[config.mk]
export PLATFORM = sky130hd
export DESIGN_NAME = arm_row_streamer
export DESIGN_NICKNAME = d
export VERILOG_FILES = /design/src/rtl/arm_row_streamer_pkg.sv /design/src/rtl/arm_row_streamer.sv
export SDC_FILE = /design/constraint.sdc
export NUM_CORES = 1
export LEC_CHECK = 0
export ABC_AREA = 1
export CAP_MARGIN = 20
export CORE_ASPECT_RATIO = 1.1
export CORE_MARGIN = 2
export CORE_UTILIZATION = 55
export CTS_BUF_LIST = sky130_fd_sc_hd__clkbuf_8
export DETAILED_ROUTE_END_ITERATION = 12
export GPL_TIMING_DRIVEN = 0
export PLACE_DENSITY = 0.83
export RECOVER_POWER = 25
export SYNTH_ARGS = -nofsm -noshare
export SYNTH_HDL_FRONTEND = slang
export SYNTH_SLANG_ARGS = --single-unit
[constraint.sdc]
create_clock -name clk -period 1.96 [get_ports clk]
set_clock_uncertainty 0.1 [all_clocks]
set_input_delay 0.392 -clock clk [delete_from_list [all_inputs] [get_ports clk]]
set_output_delay 0.392 -clock clk [all_outputs]
set_load 0.02 [all_outputs]
[src/rtl/arm_row_streamer_pkg.sv]
`default_nettype none
//==============================================================================
// arm_row_streamer_pkg : state encoding and {row, col} address-width helpers
// Revision : 1.0
//==============================================================================
package arm_row_streamer_pkg;

   typedef enum logic [2:0] {
      ST_IDLE     = 3'd0,
      ST_FETCH_A  = 3'd1,
      ST_FETCH_B  = 3'd2,
      ST_SHIFT_LO = 3'd3,
      ST_SHIFT_HI = 3'd4,
      ST_LATCH    = 3'd5
   } ars_state_t;

   // Frame RAM address is {row, col}; the frame-buffer writer uses these too.
   function automatic int ars_row_w(input int img_height);
      return $clog2(img_height);
   endfunction

   function automatic int ars_col_w(input int img_width);
      return $clog2(img_width);
   endfunction

   function automatic int ars_addr_w(input int img_height, input int img_width);
      return ars_row_w(img_height) + ars_col_w(img_width);
   endfunction

endpackage
`default_nettype wire

[src/rtl/arm_row_streamer.sv]
`default_nettype none
//==============================================================================
// arm_row_streamer : fetches the two opposite-arm image rows from frame RAM and
//                    shifts them into the serial LED driver chains, then latches
// Revision : 1.0
//==============================================================================
module arm_row_streamer
   import arm_row_streamer_pkg::*;
#(
   parameter int IMG_HEIGHT = 64,
   parameter int IMG_WIDTH  = 32,
   parameter int PIX_W      = 3,
   parameter int SCLK_DIV   = 2
) (
   input  logic                                          clk,
   input  logic                                          nReset,
   input  logic [$clog2(IMG_HEIGHT)-1:0]                 row,
   input  logic [$clog2(IMG_HEIGHT)-1:0]                 rowEven,
   input  logic                                          valid,
   input  logic                                          rowChange,
   output logic                                          rd_en,
   output logic [$clog2(IMG_HEIGHT)+$clog2(IMG_WIDTH)-1:0] rd_addr,
   input  logic [PIX_W-1:0]                              rd_data,
   output logic                                          sclk,
   output logic [PIX_W-1:0]                              sdata_a,
   output logic [PIX_W-1:0]                              sdata_b,
   output logic                                          latch,
   output logic                                          oe_n,
   output logic                                          busy,
   output logic                                          overrun
);

   localparam int c_ROW_W = ars_row_w(IMG_HEIGHT);
   localparam int c_COL_W = ars_col_w(IMG_WIDTH);
   localparam int c_PH_W  = $clog2(SCLK_DIV) + 1;
   localparam logic [c_COL_W-1:0] c_COL_FIRST = c_COL_W'(IMG_WIDTH - 1);
   localparam logic [c_PH_W-1:0]  c_PH_LAST   = c_PH_W'(SCLK_DIV - 1);

   ars_state_t           r_state;
   ars_state_t           w_next;
   logic [c_ROW_W-1:0]   r_row_a;
   logic [c_ROW_W-1:0]   r_row_b;
   logic [c_ROW_W-1:0]   r_pend_a;
   logic [c_ROW_W-1:0]   r_pend_b;
   logic [c_COL_W-1:0]   r_col;
   logic [c_PH_W-1:0]    r_phase;
   logic [PIX_W-1:0]     r_dat_a;
   logic [PIX_W-1:0]     r_sdata_a;
   logic [PIX_W-1:0]     r_sdata_b;
   logic                 r_pending;
   logic                 r_ready;
   logic                 r_overrun;
   logic                 r_sclk;
   logic                 r_latch;
   logic                 r_oe_n;
   logic                 r_busy;
   logic                 w_ph_last;
   logic                 w_timed;
   logic                 w_row_done;
   logic                 w_reload;
   logic                 w_ready_next;

   assign w_ph_last  = (r_phase == c_PH_LAST);
   assign w_timed    = (r_state == ST_SHIFT_LO) || (r_state == ST_SHIFT_HI) || (r_state == ST_LATCH);
   assign w_row_done = valid && (r_state == ST_LATCH) && w_ph_last;
   // A pulse landing on the final latch cycle is chained directly instead of stranding a pending flag.
   assign w_reload   = w_row_done && (r_pending || rowChange);

   assign rd_en   = valid && ((r_state == ST_FETCH_A) || (r_state == ST_FETCH_B));
   assign rd_addr = (r_state == ST_FETCH_B) ? {r_row_b, r_col} : {r_row_a, r_col};

   assign sclk    = r_sclk;
   assign latch   = r_latch;
   assign oe_n    = r_oe_n;
   assign busy    = r_busy;
   assign overrun = r_overrun;
   assign sdata_a = r_sdata_a;
   assign sdata_b = r_sdata_b;

   always_comb begin
      w_next       = r_state;
      w_ready_next = r_ready;
      if (!valid) begin
         w_next       = ST_IDLE;
         w_ready_next = 1'b0;
      end else begin
         case (r_state)
            ST_IDLE:     if (rowChange) w_next = ST_FETCH_A;
            ST_FETCH_A:  w_next = ST_FETCH_B;
            ST_FETCH_B:  w_next = ST_SHIFT_LO;
            ST_SHIFT_LO: if (w_ph_last) w_next = ST_SHIFT_HI;
            ST_SHIFT_HI: if (w_ph_last) w_next = (r_col == '0) ? ST_LATCH : ST_FETCH_A;
            ST_LATCH: begin
               if (w_ph_last) begin
                  w_ready_next = 1'b1;
                  w_next       = w_reload ? ST_FETCH_A : ST_IDLE;
               end
            end
            default:     w_next = ST_IDLE;
         endcase
      end
   end

   always_ff @(posedge clk or negedge nReset) begin
      if (!nReset) begin
         r_state   <= ST_IDLE;
         r_row_a   <= '0;
         r_row_b   <= '0;
         r_col     <= '0;
         r_phase   <= '0;
         r_dat_a   <= '0;
         r_sdata_a <= '0;
         r_sdata_b <= '0;
         r_ready   <= 1'b0;
         r_sclk    <= 1'b0;
         r_latch   <= 1'b0;
         r_oe_n    <= 1'b1;
         r_busy    <= 1'b0;
      end else begin
         r_state <= w_next;
         r_sclk  <= (w_next == ST_SHIFT_HI);
         r_latch <= (w_next == ST_LATCH);
         r_busy  <= (w_next != ST_IDLE);
         r_ready <= w_ready_next;
         r_oe_n  <= !(valid && w_ready_next);

         if (!valid || !w_timed || w_ph_last)
            r_phase <= '0;
         else
            r_phase <= r_phase + c_PH_W'(1);

         if (valid) begin
            case (r_state)
               ST_IDLE: begin
                  if (rowChange) begin
                     r_row_a <= row;
                     r_row_b <= rowEven;
                     r_col   <= c_COL_FIRST;
                  end
               end
               ST_FETCH_B: r_dat_a <= rd_data;
               ST_SHIFT_LO: begin
                  // Arm B's pixel arrives now; both lanes then update together.
                  if (r_phase == '0) begin
                     r_sdata_a <= r_dat_a;
                     r_sdata_b <= rd_data;
                  end
               end
               ST_SHIFT_HI: if (w_ph_last && (r_col != '0)) r_col <= r_col - c_COL_W'(1);
               ST_LATCH: begin
                  if (w_reload) begin
                     r_row_a <= rowChange ? row     : r_pend_a;
                     r_row_b <= rowChange ? rowEven : r_pend_b;
                     r_col   <= c_COL_FIRST;
                  end
               end
               default: ;
            endcase
         end
      end
   end

   always_ff @(posedge clk or negedge nReset) begin
      if (!nReset) begin
         r_pending <= 1'b0;
         r_pend_a  <= '0;
         r_pend_b  <= '0;
         r_overrun <= 1'b0;
      end else if (!valid) begin
         r_pending <= 1'b0;
      end else begin
         if (rowChange && (r_state != ST_IDLE))
            r_overrun <= 1'b1;
         if (w_row_done) begin
            r_pending <= 1'b0;
         end else if (rowChange && (r_state != ST_IDLE)) begin
            r_pending <= 1'b1;
            r_pend_a  <= row;
            r_pend_b  <= rowEven;
         end
      end
   end

endmodule
`default_nettype wire

==> results_tabular.tex, run 1 <==
\begin{tabular}{lr}
\hline
Metric & Value \\
\hline
\multicolumn{2}{l}{\textbf{Setup path}} \\
\quad Critical path's slowest cell & sky130\_fd\_sc\_hd\_\_dfrtp\_2 \\
\quad Crit path top cell by count & sky130\_fd\_sc\_hd\_\_nand2\_1 \\
\quad CP startpoint kind & register \\
\quad Arr. time, crit path & 1450 ps \\
\quad Worst path required time & 1470 ps \\
\quad Worst-path maximum fanout & 6 \\
\quad Crit path max-delay family & flip-flops \\
\quad Start of the worst register-to-register path & r\_state[1]\$\_DFF\_PN0\_ \\
\quad CP cell instances & nor2\_2 > nand2\_4 > buf\_6 > nand2\_1 > nand2\_1 > buf\_4 \\
\quad Class of the most critical setup path & reg -> out \\
\quad Worst Setup End Kind & primary output \\
\quad Number of buffer and inverter stages on the critical path & 2 \\
\quad Launching instance or port of the critical path & r\_state[0]\$\_DFF\_PN0\_ \\
\quad Max stage delay on crit path & 470 ps \\
\multicolumn{2}{l}{\textbf{Synth}} \\
\quad Syn avg cell area & 7.744 um\^{}2 \\
\quad Mapped Nets & 350 \\
\quad Proportion of synthesized chip area in sequential cells & 0.4946 \\
\quad Count of warnings emitted by yosys & 0 \\
\quad Flops \& latches, synth & 50 \\
\quad Post-synth cell types & 27 \\
\quad Post-synthesis async set-or-reset flop share & 1.000 \\
\quad Number of enable flip-flop cells after synthesis & 0 \\
\quad Most used flip-flop cell after synthesis & sky130\_fd\_sc\_hd\_\_dfrtp\_1 \\
\quad Post-Synthesis Cell Area & 2532 um\^{}2 \\
\quad Post-Syn Instances & 327 \\
\multicolumn{2}{l}{\textbf{STA}} \\
\quad Unrepaired setup endpoints after global routing & true \\
\quad Final worst-path cycle share & 0.9929 \\
\quad Transition at the pin with the smallest max-transition slack & 1072 ps \\
\quad Highest Clock Rate & 0.5139 GHz \\
\quad Max-slew headroom & 0.2852 \\
\quad Setup violations, final & 0 \\
\quad Final hold violation count & 0 \\
\quad Number of max-slew violations in the final report & 0 \\
\quad Crit path time final & 1946 ps \\
\quad Worst setup margin & 13.92 ps \\
\multicolumn{2}{l}{\textbf{Route}} \\
\quad Initial drt markers & 151 \\
\quad Detail-routed via count per cell & 5.112 \\
\quad Avg WL per Cell & 12.52 um \\
\quad Total number of vias & 2229 \\
\quad Antenna Nets Post-Route & 0 \\
\quad DRC violations left & 0 \\
\quad Detailed Route WL & 5.459 mm \\
\quad DR pass1 iterations & 5 \\
\multicolumn{2}{l}{\textbf{Power and ir drop}} \\
\quad Maximum vdd drop & 499.8 uV \\
\quad Combinational group share of total power & 0.367 \\
\quad Switching portion of total power & 0.3638 \\
\quad Net Sw Power & 1.333 mW \\
\quad Portion of total power attributed to the clock network & 0.192 \\
\quad Internal power of the cells & 2.332 mW \\
\quad Cell area power density & 1158 nW/um\^{}2 \\
\quad Leakage power of the design & 1.593 nW \\
\quad Relative contribution of sequential cells to total power & 0.441 \\
\multicolumn{2}{l}{\textbf{Final layout}} \\
\quad Fraction of final layout cells sized beyond drive strength 1 & 0.1387 \\
\quad Count of antenna diodes in the layout & 0 \\
\quad Count of nets after finishing & 404 \\
\quad Number of filler instances in the final layout & 362 \\
\quad Layout-stage area growth over the synthesis result & 24.95\% \\
\quad Final std cells w/o fill & 436 \\
\quad Most common library cell in the layout ignoring fill and taps & sky130\_fd\_sc\_hd\_\_nand2\_1 \\
\quad Highest-count cells in the layout ignoring fill and taps & 123 x sky130\_fd\_sc\_hd\_\_nand2\_1, 46 x sky130\_fd\_sc\_hd\_\_dfrtp\_1, 32 x sky130\_fd\_sc\_hd\_\_clkdlybuf4s50\_1 \\
\multicolumn{2}{l}{\textbf{Min path}} \\
\quad Launch point of the worst hold path & r\_ready\$\_DFF\_PN0\_ \\
\quad Class of the most critical hold timing path & reg -> reg \\
\multicolumn{2}{l}{\textbf{CTS}} \\
\quad CTS max path bufs & 2 \\
\quad \# clock sinks & 50 \\
\quad Inserted Clock Buffers & 5 \\
\quad Worst-path clk slew & 90 ps \\
\quad Insertion delay to the later sink of the worst-skew pair & 300 ps \\
\quad CTS Root Buffer Type & sky130\_fd\_sc\_hd\_\_clkbuf\_8 \\
\quad CTS H-tree lvls & 2 \\
\quad Clock tree from TritonCTS & built \\
\multicolumn{2}{l}{\textbf{Floorplan}} \\
\quad Vertical die dimension & 75.17 um \\
\quad Initial Utilization & 0.5783 \\
\quad Overall die area & 5164 um\^{}2 \\
\quad Area of the placeable core & 4379 um\^{}2 \\
\quad Num ports & 42 \\
\quad Cell Rows & 25 \\
\quad Horizontal extent of the die & 68.70 um \\
\multicolumn{2}{l}{\textbf{Placement}} \\
\quad Port Buffer Count & 40 \\
\quad Number of placed cells counting well taps & 422 \\
\quad Post-DP HPWL & 3.862 mm \\
\quad Gp weighted congestion & 0.8419 \\
\quad Pre-CTS setup slack & -334.3 ps \\
\multicolumn{2}{l}{\textbf{Run}} \\
\quad Max Cap Violations & 0 \\
\multicolumn{2}{l}{\textbf{Global routing}} \\
\quad Tot GR Track Use & 0.2312 \\
\quad Global-route wire length before repair & 8.914 mm \\
\quad Number of global-route vias before repair & 1993 \\
\quad Initial antenna violation count & 0 \\
\quad Overflow after GRT & 0 \\
\quad Pin count of the biggest net entering global routing & 33 \\
\multicolumn{2}{l}{\textbf{Status}} \\
\quad Outcome & complete, no violations \\
\hline
\end{tabular}
## kinds of logic after synthesis
family	Yosys count	share of synthesized area
flops	50	0.4946
simple gates	182	0.3098
fa+ha+maj	4	0.01976
compound gates	47	0.09634
xor+xnor	1	0.003459
buf+inv	43	0.07609
## layer usage
layer	routed length (um)	track usage	vias up
met3	195	0.04484	6
met4	55	0.06754	0
met1	2343	0.2913	1038
met2	2865	0.4028	46
met5	0	0	-
li1	-	-	1139
## per-stage QoR
step                hold WS, ps  cell area, um^2  power [mW]  TNS, ps  utilization
global placement          290.4             3000       2.913   -53930       0.6851
CTS                       314.6             3159       3.660        0       0.7214
detailed placement        270.6             3015       2.977    -4969       0.6886
global route              364.5             3164       3.923   -320.9       0.7226
finish                    315.7             3164       3.665        0       0.7226
floorplan                -3.591             2532       2.407        0            -
## sequential cells by signal, summed over array words and instances (netlist names), 3 cells and up
signal and cells:
r_dat_a 3, sdata_a 3, r_pend_b 6, r_col 5
r_row_b 6, r_state 3, r_row_a 6, sdata_b 3
r_pend_a 6
## path summary, 6_finish.rpt
path                            depth (start not counted)  slack, ps                endpoint
worst max-delay path                                    6         10             rd_addr[10]
worst min-delay path                                    1        320          oe_n$_DFF_PN1_
worst max register to register                          8        130    r_col[1]$_DFFE_PN0P_
worst min register to register                          1        320          oe_n$_DFF_PN1_
max in group asynchronous                               3        230  r_row_a[4]$_DFFE_PN0P_
min in group asynchronous                               2        700         latch$_DFF_PN0_
## worst register-to-register path: cells and delay by family (launching register included)
family,cells,cell delay [ps]
and+or+nand+nor,7,1020
DFF,1,480
buffers and inverters,1,120
## synthesized netlist by cell type, types with 4 or more instances
library cell / instances / area [um^2]
sky130_fd_sc_hd__nand3_1: 19 / 95.09
sky130_fd_sc_hd__ha_1: 4 / 50.05
sky130_fd_sc_hd__nor3_1: 5 / 25.02
sky130_fd_sc_hd__nand2_1: 123 / 461.7
sky130_fd_sc_hd__buf_2: 4 / 20.02
sky130_fd_sc_hd__a21oi_1: 9 / 45.04
sky130_fd_sc_hd__o21ai_1: 7 / 35.03
sky130_fd_sc_hd__inv_1: 29 / 108.9
sky130_fd_sc_hd__dfrtp_1: 49 / 1226
sky130_fd_sc_hd__o21ai_0: 28 / 140.1
sky130_fd_sc_hd__nand2_2: 4 / 25.02
sky130_fd_sc_hd__nor2_1: 20 / 75.07
## layout make-up
class | instances | area (um^2) | area share
sequential | 50 | 1256 | 0.3970
multi-input combinational | 234 | 1106 | 0.3495
timing repair buffer | 48 | 437.9 | 0.1384
inverter | 32 | 122.6 | 0.03875
clock buffer | 5 | 68.82 | 0.02175
buffer | 10 | 67.56 | 0.02135
tap | 54 | 67.56 | 0.02135
clock inverter | 3 | 37.54 | 0.01186
## power groups by stage
stage	clock [mW]	sequential, mW	combinational [mW]
floorplan	0	1.71	0.697
CTS	0.706	1.61	1.34
detailed placement	0	1.63	1.35
finish	0.704	1.62	1.35
global placement	0	1.61	1.31
global route	0.754	1.66	1.51
## repair_timing
| item | 4_1_cts | 5_1_grt |
|---|---|---|
| endpoints found under the hold margin | 17 | 0 |
| resized for setup | 34 | 5 |
| setup buffers | 6 | 0 |
| hold buffers | 1 | 0 |
| endpoints found under the setup margin | 7 | 24 |
| pin swaps | 0 | 2 |
No activity file was read; power rests on OpenSTA's default activity.
==> run 2, diff against run 1 <==
--- a/config.mk
+++ b/config.mk
@@ -14,7 +14,7 @@
 export DETAILED_ROUTE_END_ITERATION = 12
 export GPL_TIMING_DRIVEN = 0
 export PLACE_DENSITY = 0.83
-export RECOVER_POWER = 25
+export SKIP_CTS_REPAIR_TIMING = 1
 export SYNTH_ARGS = -nofsm -noshare
 export SYNTH_HDL_FRONTEND = slang
 export SYNTH_SLANG_ARGS = --single-unit
==> constraint.sdc (replaced) <==
create_clock -name clk -period 1.9 [get_ports clk]
set_clock_uncertainty 0.1 [all_clocks]
set_input_delay 0.38 -clock clk [delete_from_list [all_inputs] [get_ports clk]]
set_output_delay 0.38 -clock clk [all_outputs]
set_load 0.02 [all_outputs]
==> results_tabular.tex, run 2 (same netlist as run 1, synthesis figures left out) <==
\begin{tabular}{lr}
\hline
Metric & Value \\
\hline
\multicolumn{2}{l}{\textbf{STA}} \\
\quad Setup total negative slack & -286.7 ps (-286.7 ps) \\
\quad Highest Clock Rate & 0.5099 GHz \\
\quad Unrepaired setup endpoints after global routing & true \\
\quad Hold Slack & 326.2 ps (+10.51 ps) \\
\quad Final hold violation count & 0 (unchanged) \\
\quad Final worst-path cycle share & 1.032 \\
\quad Setup violations, final & 6 (+6) \\
\quad Max-slew headroom & 0.6854 (+0.4002) \\
\quad Worst setup margin & -60.99 ps (-74.91 ps) \\
\quad Transition at the pin with the smallest max-transition slack & 471.9 ps (-600.2 ps) \\
\quad Number of max-slew violations in the final report & 0 (unchanged) \\
\quad Crit path time final & 1961 ps \\
\multicolumn{2}{l}{\textbf{Power and ir drop}} \\
\quad Maximum vdd drop & 536.3 uV (+7.3\%) \\
\quad Leakage power of the design & 1.638 nW (+2.8\%) \\
\quad Relative contribution of sequential cells to total power & 0.432 (-0.009) \\
\quad Cell area power density & 1194 nW/um\^{}2 (+3.1\%) \\
\quad Combinational group share of total power & 0.384 (+0.017) \\
\quad Net Sw Power & 1.418 mW (+6.4\%) \\
\quad Internal power of the cells & 2.481 mW (+6.4\%) \\
\quad Portion of total power attributed to the clock network & 0.184 (-0.008) \\
\quad Switching portion of total power & 0.3637 (about the same) \\
\quad Overall power of the completed layout & 3.899 mW (+6.4\%) \\
\multicolumn{2}{l}{\textbf{Global routing}} \\
\quad Number of global-route vias before repair & 1991 (-0.10\%) \\
\quad Initial antenna violation count & 0 (unchanged) \\
\quad Met2 track demand over resource in global routing & 0.3932 (-0.009615) \\
\quad Global-route wire length before repair & 8.728 mm (-2.1\%) \\
\quad Peak-usage layer in the global routing report & met2 \\
\quad Tot GR Track Use & 0.2252 (-0.006040) \\
\quad Pin count of the biggest net entering global routing & 33 (unchanged) \\
\quad Overflow after GRT & 0 (unchanged) \\
\quad GRT met1 Usage & 0.2813 (-0.01005) \\
\quad Met3 track demand over resource in global routing & 0.04484 (unchanged) \\
\multicolumn{2}{l}{\textbf{Route}} \\
\quad DR pass1 iterations & 4 (-1) \\
\quad Detailed Route WL & 5.680 mm (+4.0\%) \\
\quad Avg WL per Cell & 12.97 um (+3.6\%) \\
\quad Detail-routed via count per cell & 5.183 (+1.4\%) \\
\quad DRC violations left & 0 (unchanged) \\
\quad Initial drt markers & 121 (-20\%) \\
\quad Antenna Nets Post-Route & 0 (unchanged) \\
\quad Total number of vias & 2270 (+1.8\%) \\
\multicolumn{2}{l}{\textbf{Placement}} \\
\quad Port Buffer Count & 40 (unchanged) \\
\quad Number of placed cells counting well taps & 422 (unchanged) \\
\quad Dpl cell area & 3015 um\^{}2 (unchanged) \\
\quad Gp weighted congestion & 0.8419 (unchanged) \\
\quad Post-DP HPWL & 3.862 mm (unchanged) \\
\quad Pre-CTS setup slack & -382.3 ps (-48.00 ps) \\
\multicolumn{2}{l}{\textbf{Setup path}} \\
\quad Arr. time, crit path & 1480 ps (+30 ps) \\
\quad Worst R2R Setup Slack & 80 ps (-50 ps) \\
\quad Worst-path maximum fanout & 8 (+2) \\
\quad Class of the most critical setup path & reg -> out \\
\quad Worst Setup End Kind & primary output \\
\quad CP startpoint kind & register \\
\quad Worst path required time & 1420 ps (-50 ps) \\
\multicolumn{2}{l}{\textbf{Final layout}} \\
\quad Total non-filler cell area in the finished layout & 3264 um\^{}2 (+3.2\%) \\
\quad Highest-count cells in the layout ignoring fill and taps & 116 x sky130\_fd\_sc\_hd\_\_nand2\_1, 47 x sky130\_fd\_sc\_hd\_\_dfrtp\_1, 30 x sky130\_fd\_sc\_hd\_\_inv\_1 \\
\quad Layout-stage area growth over the synthesis result & 28.90\% \\
\quad Final std cells w/o fill & 438 (+0.46\%) \\
\quad Most common library cell in the layout ignoring fill and taps & sky130\_fd\_sc\_hd\_\_nand2\_1 \\
\quad Count of antenna diodes in the layout & 0 (unchanged) \\
\quad Fraction of final layout cells sized beyond drive strength 1 & 0.1641 (+0.02532) \\
\quad Count of nets after finishing & 406 (+0.50\%) \\
\quad Layout Utilization & 0.7454 (+0.02286) \\
\multicolumn{2}{l}{\textbf{CTS}} \\
\quad CTS Root Buffer Type & sky130\_fd\_sc\_hd\_\_clkbuf\_8 \\
\quad Insertion delay to the later sink of the worst-skew pair & 300 ps (about the same) \\
\quad Worst-path clk slew & 90 ps (about the same) \\
\quad Clock tree from TritonCTS & built \\
\quad Inserted Clock Buffers & 5 (unchanged) \\
\quad CTS max path bufs & 2 (unchanged) \\
\quad \# clock sinks & 50 (unchanged) \\
\quad CTS H-tree lvls & 2 (unchanged) \\
\multicolumn{2}{l}{\textbf{Min path}} \\
\quad Class of the most critical hold timing path & reg -> reg \\
\multicolumn{2}{l}{\textbf{Run}} \\
\quad Max Cap Violations & 0 (unchanged) \\
\multicolumn{2}{l}{\textbf{Floorplan}} \\
\quad Vertical die dimension & 75.17 um (unchanged) \\
\quad Initial Utilization & 0.5783 (unchanged) \\
\quad Num ports & 42 (unchanged) \\
\quad Area of the placeable core & 4379 um\^{}2 (unchanged) \\
\quad Cell Rows & 25 (unchanged) \\
\quad Overall die area & 5164 um\^{}2 (unchanged) \\
\quad Horizontal extent of the die & 68.70 um (unchanged) \\
\multicolumn{2}{l}{\textbf{Status}} \\
\quad Outcome & complete, but fails checks \\
\quad Violated checks & setup timing \\
\hline
\end{tabular}
-- run 2: cell count changes in the layout (fill, tap and decap cells not counted), sizes merged --
cell,delta
clkinvlp,+1
buf,+3
clkdlybuf4s15,-1
inv,-1
clkdlybuf4s50,-3
dlymetal6s2s,+3
-- run 2: cell type report --
cell class	count	area, um^2
timing repair buffer	49	491.7
sequential	50	1255
multi-input combinational	234	1141
clock buffer	5	68.82
buffer	11	78.83
inverter	32	123.9
clock inverter	3	37.54
fill	339	1115
tap	54	67.56
-- run 2: power groups by stage --
| stage | Sequential [mW] | Clock, mW | Combinational (mW) |
|---|---|---|---|
| floorplan | 1.76 | 0 | 0.719 |
| global placement | 1.66 | 0 | 1.35 |
| detailed placement | 1.68 | 0 | 1.39 |
| CTS | 1.66 | 0.728 | 1.41 |
| global route | 1.72 | 0.778 | 1.66 |
| finish | 1.68 | 0.717 | 1.50 |
-- run 2: routing by layer --
metal | routed length [um] | share of wire
met1 | 2353 | 0.41
met2 | 2989 | 0.53
met3 | 230 | 0.040
met4 | 106 | 0.019
met5 | 0 | 0
-- run 2: worst paths after layout --
path / cells after the start / start / end
worst max register to register: 10 / r_phase[1]$_DFF_PN0_ / r_row_b[4]$_DFFE_PN0P_
min in group asynchronous: 2 / nReset / latch$_DFF_PN0_
worst max-delay path: 6 / r_state[0]$_DFF_PN0_ / rd_addr[6]
worst min-delay path: 1 / r_ready$_DFF_PN0_ / oe_n$_DFF_PN1_
max in group asynchronous: 3 / nReset / r_row_b[2]$_DFFE_PN0P_
worst min register to register: 1 / r_ready$_DFF_PN0_ / oe_n$_DFF_PN1_
-- run 2: critical path, stage by stage, from the launching register on --
cell	delay, ps
sky130_fd_sc_hd__dfrtp_2	500
sky130_fd_sc_hd__nor2_4	170
sky130_fd_sc_hd__nand2_4	80
sky130_fd_sc_hd__clkinvlp_4	160
sky130_fd_sc_hd__nand2_1	70
sky130_fd_sc_hd__nand2_1	90
sky130_fd_sc_hd__buf_6	120
